`config.mk`:
```
export PLATFORM = sky130hd
export DESIGN_NAME = medidor_pulso
export DESIGN_NICKNAME = d
export VERILOG_FILES = /design/src/rtl/medidor_pulso_pkg.sv /design/src/rtl/sincronizador.sv /design/src/rtl/medidor_pulso.sv
export SDC_FILE = /design/constraint.sdc
export NUM_CORES = 1
export LEC_CHECK = 0
export CAP_MARGIN = 20
export CORE_ASPECT_RATIO = 1.5
export CORE_MARGIN = 5
export CORE_UTILIZATION = 50
export DETAILED_ROUTE_END_ITERATION = 6
export PLACE_DENSITY = 0.72
export SLEW_MARGIN = 20
export SYNTH_ARGS = -nofsm -noshare
export SYNTH_HDL_FRONTEND = slang
export SYNTH_SLANG_ARGS = --single-unit
```
`constraint.sdc`:
```
create_clock -name clk -period 4 [get_ports clk]
set_input_delay 1 -clock clk [delete_from_list [all_inputs] [get_ports clk]]
set_output_delay 1 -clock clk [all_outputs]
set_load 0.02 [all_outputs]
```
`src/rtl/medidor_pulso_pkg.sv`:
```
// Shared state encoding and default timing thresholds for the pulse-width meter.
package medidor_pulso_pkg;

    localparam int unsigned BIT_FIN_DEF = 26;
    localparam logic [BIT_FIN_DEF-1:0] MIN_W_DEF  = 26'd500000;
    localparam logic [BIT_FIN_DEF-1:0] LONG_W_DEF = 26'd50000000;

    typedef enum logic [1:0] {
        WAIT_LOW = 2'd0,
        IDLE     = 2'd1,
        COUNT    = 2'd2
    } state_t;

endpackage

```
`src/rtl/sincronizador.sv`:
```
// Two-flop synchronizer for an asynchronous level; clears to 0 on reset.
module sincronizador (
    input  logic clk,
    input  logic rst_n,
    input  logic d,
    output logic q
);

    logic meta;

    always_ff @(posedge clk or negedge rst_n) begin
        if (!rst_n) begin
            meta <= 1'b0;
            q    <= 1'b0;
        end else begin
            meta <= d;
            q    <= meta;
        end
    end

endmodule

```
`src/rtl/medidor_pulso.sv`:
```
// Measures high time of sig in clk cycles and classifies it as glitch, short or long.
// Define MEDIDOR_PULSO_SYNC_EN to insert a 2-flop synchronizer on sig.
module medidor_pulso
    import medidor_pulso_pkg::*;
#(
    parameter int unsigned           BIT_fin = BIT_FIN_DEF,
    parameter logic [BIT_fin-1:0]    MIN_W   = BIT_fin'(MIN_W_DEF),
    parameter logic [BIT_fin-1:0]    LONG_W  = BIT_fin'(LONG_W_DEF)
) (
    input  logic               clk,
    input  logic               rst_n,
    input  logic               sig,
    output logic               busy,
    output logic               short_p,
    output logic               long_p,
    output logic               valid,
    output logic [BIT_fin-1:0] width
);

    localparam logic [BIT_fin-1:0] CNT_MAX = '1;

    logic sig_s;

`ifdef MEDIDOR_PULSO_SYNC_EN
    sincronizador u_sync (
        .clk   (clk),
        .rst_n (rst_n),
        .d     (sig),
        .q     (sig_s)
    );
`else
    assign sig_s = sig;
`endif

    state_t             state, state_nxt;
    logic [BIT_fin-1:0] cnt, cnt_nxt;
    logic [BIT_fin-1:0] width_nxt;
    logic               busy_nxt, short_nxt, long_nxt, valid_nxt;

    // State, counter and all outputs registered together
    always_ff @(posedge clk or negedge rst_n) begin
        if (!rst_n) begin
            state   <= WAIT_LOW;
            cnt     <= '0;
            width   <= '0;
            busy    <= 1'b0;
            short_p <= 1'b0;
            long_p  <= 1'b0;
            valid   <= 1'b0;
        end else begin
            state   <= state_nxt;
            cnt     <= cnt_nxt;
            width   <= width_nxt;
            busy    <= busy_nxt;
            short_p <= short_nxt;
            long_p  <= long_nxt;
            valid   <= valid_nxt;
        end
    end

    always_comb begin
        state_nxt = state;
        cnt_nxt   = cnt;
        width_nxt = width;
        short_nxt = 1'b0;
        long_nxt  = 1'b0;
        valid_nxt = 1'b0;

        case (state)
            WAIT_LOW: begin
                if (!sig_s) begin
                    state_nxt = IDLE;
                end
            end
            IDLE: begin
                if (sig_s) begin
                    state_nxt = COUNT;
                    cnt_nxt   = BIT_fin'(1);
                end
            end
            COUNT: begin
                if (sig_s) begin
                    // Saturate rather than wrap so over-long pulses still read as long
                    if (cnt != CNT_MAX) begin
                        cnt_nxt = cnt + BIT_fin'(1);
                    end
                end else begin
                    state_nxt = IDLE;
                    if (cnt >= LONG_W) begin
                        long_nxt  = 1'b1;
                        valid_nxt = 1'b1;
                        width_nxt = cnt;
                    end else if (cnt >= MIN_W) begin
                        short_nxt = 1'b1;
                        valid_nxt = 1'b1;
                        width_nxt = cnt;
                    end
                end
            end
            default: begin
                state_nxt = WAIT_LOW;
            end
        endcase

        busy_nxt = (state_nxt == COUNT);
    end

endmodule

```
Word-level counts from Yosys, hierarchy flattened:

Index checks and enable logic that the tools add are counted.

* register bits: 58
* bits in latches: 0
* RAM bits: 0
* memory bits (read-only): 0
* bits of input ports: 3
* output and inout port bits: 30
* logic and storage cells: 43
* memories kept: 0

* add/sub/neg operators: 1
* $mul: 0
* divide/modulo/power cells: 0
* magnitude comparators: 2
* equal/unequal tests: 7
* shift operators: 0
* multiplexer cells: 19
* bitwise logic cells: 1
* reduce and logical (&&, ||, !) cells: 6

Operators by type and width (count)
* 26-bit 2-to-1 mux: 5
* 26-bit case mux with 2 select lines: 1
* 26-bit by 1-bit adder with 26-bit output, second input constant: 1
* 26-bit by 19-bit greater-or-equal comparator with 1-bit output, second input constant: 1
* 26-bit greater-or-equal comparator, second input constant: 1
* 26-bit inequality test, second input constant: 1
* 1-bit 2-to-1 mux: 10
* 2-bit inequality test, second input constant: 3
* 2-bit == test, second input constant: 2
* 2-bit 2-to-1 mux: 2
* 2-bit case mux with 2 select lines: 1
* 4-bit AND reduction: 1
* 2-bit nonzero test: 2
* 3-bit AND reduction: 1
* 2-bit by 1-bit == test with 1-bit output, second input constant: 1
* 2-bit logical NOT: 1
* 2-bit OR reduction: 1
* 1-bit inverter: 1

Logic depth before layout (Yosys ltp):

* depth after elaboration: 5
* depth in mapped cells: 7
* gate-level depth less buffers: 6

Worst setup path after synthesis:

OpenSTA, ideal clock, no wires.

* kind: reg2reg
* start: reg cnt[20]
* end: reg width[0]
* library setup time: 0.125 ns
* arrival time: 2.024 ns
* required time: 3.875 ns
* path slack: 1.851 ns
* stages on the path, launching flop included: 7
* path buffers: 1
* clock period less this slack: 2.149 ns
* path through: dfrtp_1 > or4_4 > nor4_4 > inv_2 > o21ai_4 > buf_12 > mux2_4

* longest elaborated chain between the ends: 3
* elaborated cells between the ends (all ways): 5
* those cells by class: 2 x order compare; 1 x mux; 2 x reduce/logical

RTL lines
* start, declared: line medidor_pulso.sv:36 `logic [BIT_fin-1:0] cnt, cnt_nxt;`
* start signal, assigned: line medidor_pulso.sv:52 `cnt <= cnt_nxt;`
* 26-bit greater-or-equal comparator or 26-bit by 19-bit greater-or-equal comparator with 1-bit output (tied branches): line medidor_pulso.sv:89, medidor_pulso.sv:93
* 2-bit nonzero test (no source line)
* 3-bit AND reduction (no source line)
* end signal, assigned: line medidor_pulso.sv:53 `width <= width_nxt;`
* end, declared: line medidor_pulso.sv:17 `output logic [BIT_fin-1:0] width`

Several ways; a longest one is shown, not always the timed one.
A chain may end at the register's enable or synchronous reset.

Final worst setup path:

* start: reg cnt[19]
* end: reg width[10]

Same word-level chain as after synthesis.

==> run summary <==
- **status** completed
- **highest clock rate** 372.1 MHz
- **Routed wire per std cell** 16.72 um
- **highest net fanout along the worst path** 28
- **post-layout min period** 2.687 ns
- **Port Buf Inserts** 32
- **Worst Setup Slack post-DPL** 1.035 ns
- **start point of the critical path** cnt[19]
- **most used cells in the layout excluding fill and tap cells** dfrtp_1, clkdlybuf4s50_1, a21oi_1
- **cells traversed along the worst timing path** or4_4, nor4_4, inv_2, o21ai_4, mux2_2
- **remaining antenna violation count after routing** 0
- **FF-to-FF Start** cnt[19]
- **cell area after synthesis** 2836 um2
- **element type at the critical path end** register
- **DPL Wire Length** 4263 um
- **Worst Setup Start Kind** register
- **floorplan row count** 33
- **IR Drop Worst-Case VDD** 259.7 uV
- **final setup violation count** 0
- **leading cell type in the layout, fill and taps excluded** dfrtp_1
- **die area** 7310 um2
- **ys flop type** dfrtp_1
- **number of design rule violations left after detail routing** 0
- **Overall Global Routing Usage** 18.64%
- **first-pass iteration count of the detailed router** 4
- **number of buffers created by CTS** 9
- **global-route wire length before repair** 10550 um
- **number of antenna violations at the first check in global routing** 0
- **synthesis warning total** 0
- **routed via count** 2229
- **number of failing hold endpoints at the final stage** 0
- **post-placement cell count** 360
- **Arrival @ worst endpoint** 2.91 ns
- **gate count after technology mapping** 264
- **largest incremental delay on the critical path** 0.73 ns
- **Area growth, synth to finish** 18.88%
- **final worst slack** 1.313 ns
- **total count of max-transition violations in the final report** 0
- **sequential-to-total area share from yosys stat** 51.17%
- **worst-path cell with the longest stage delay** o21ai_4
- **endpoint of the lowest-slack register-to-register path** width[10]
- **count of flip-flops with a built-in enable after synthesis** 0
- **number of instances resized during post-cts repair** 0
- **category of the most critical setup path** register to register
- **GRT overflow** 0
- **Worst Clk Skew** 0.01137 ns
- **CTS tree** done
- **Netlist cell types** 49
- **RSZ-0062 raised after global routing** false
- **first-iteration detailed-routing DRC count** 191
- **number of cells in the finished layout apart from fillers** 376
- **via count of the first global-routing pass** 2249
- **top-level port count** 33
- **Critical Path RT** 4.22 ns
- **PwrDens** 339.0 nW/um2
- **Vias per Instance** 5.928
- **final routed wirelength across all metal layers** 6285 um
- **clock root buffer** clkbuf_8
- **worst hold path class** register to register
- **ratio of cells with drive above 1 in the final layout** 14.71%
- **buffer count from post-CTS setup fixing** 0
- **clock transition at the registers of the reported paths** 0.07 ns
- **per-instance average area after synthesis** 10.74 um2
- **fraction of registers with async set or reset after synthesis** 100.0%
- **final critical-path share of the clock period** 67.18%
- **syn nets** 269
- **# nets final** 306
- **number of stages on the worst hold path** 1
- **htree depth** 3
- **relative slew slack** 39.42%
- **Die Wd** 71.50 um
- **latest clock arrival within the worst-skew pair** 0.34 ns
- **critical path capture point** width[10]
- **#FFs+latches synth** 58
- **aggregate negative setup slack** 0 ns
- **core area** 5492 um2
- **global placer's final weighted congestion** 0.8477
- **number of inserted diodes** 0
- **total of max-cap violations** 0
- **Slew @ Worst Pin** 0.9053 ns
- **initial cell density of the core** 51.65%
- **height of the chip** 102.2 um
- **Sink Count** 58
- **buffer depth of the longest clock path** 2
- **Leakage** 1.490 nW
- **maximum number of pins on one net before global-route repair** 39
- **Worst Reg2Reg Path Length in Cells** 5
- **hold buffers post-CTS** 0
- **internal reg-to-reg setup slack** 1.31 ns
layer usage:
metal	up-vias	GRT usage [%]	wire, um
met2	63	30.74	3091
met5	-	0	0
met1	1094	21.76	2670
met3	13	4.429	341
li1	1059	-	-
met4	0	11.58	182
kinds of logic after synthesis:
kind of cell             synth area share (%)
flip-flops                              51.17
buffers and inverters                   4.014
adder cells (fa/ha/maj)                0.8821
AND/OR/NAND/NOR                         19.72
XOR/XNOR                                2.470
multiplexers                            6.881
AO/OA/AOI/OAI                           14.87
layout make-up:
type                       instances  area (um2)
clock buffer                      11       141.4
timing repair buffer              36       345.3
sequential                        58        1451
multi-input combinational        184        1271
inverter                          12       45.04
clock inverter                     5       30.03
tap                               70       87.58
fill                             482        2120
cells in the mapped netlist, types with 3 or more instances:
cell type	instances	area, um2
a21oi_1	19	95.09
a22o_1	7	61.31
a31oi_1	4	25.02
a41oi_1	3	26.28
and2_1	5	31.28
and3_1	3	18.77
and4_1	4	35.03
buf_2	3	15.01
clkbuf_1	4	15.01
dfrtp_1	58	1451
inv_1	11	41.29
mux2_2	8	90.09
mux2_4	7	105.1
nand2_1	15	56.30
nand3_1	10	50.05
nand4_1	6	37.54
nor2_1	18	67.56
nor2b_1	3	18.77
nor3_1	6	30.03
nor4_1	5	31.28
o21ai_0	12	60.06
o31ai_1	4	30.03
or3_1	9	56.30
or4_1	4	30.03
xnor2_1	7	61.31
how the worst min path moves through the flow:
stage                         start        end
after floorplan            state[1]   state[0]
after global placement    width[21]  width[21]
after detailed placement  width[22]  width[22]
after CTS                 width[21]  width[21]
after global routing      width[22]  width[22]
final                     width[19]  width[19]
stage by stage:
stage          cell area (um2)  power (mW)  utilization, %  hold WS, ns
2_1_floorplan             2836      0.6538               -       0.4708
3_3_place_gp              3201      0.6858           58.28       0.4809
3_5_place_dp              3201      0.6876           58.28       0.4842
4_1_cts                   3372       1.155           61.40       0.5033
5_1_grt                   3372       1.195           61.40       0.5154
6_report                  3372       1.143           61.40       0.4990
state kept, by name (all words and copies together) (netlist names):
register,flops
busy,1
short_p,1
state,2
cnt,26
long_p,1
width,26
valid,1
worst max-delay path, delay by kind of cell (launching register included):
family                 cells  cell delay (ns)
AND/OR/NAND/NOR            2             0.84
multiplexers               1             0.42
AO/OA/AOI/OAI              1             0.73
flip-flops                 1             0.48
buffers and inverters      1             0.08
where the power goes:
group          switching [mW]  internal (mW)
registers              0.0151          0.595
logic                  0.0452         0.0204
clock network           0.229          0.238
No activity file was read; power rests on OpenSTA's default activity.
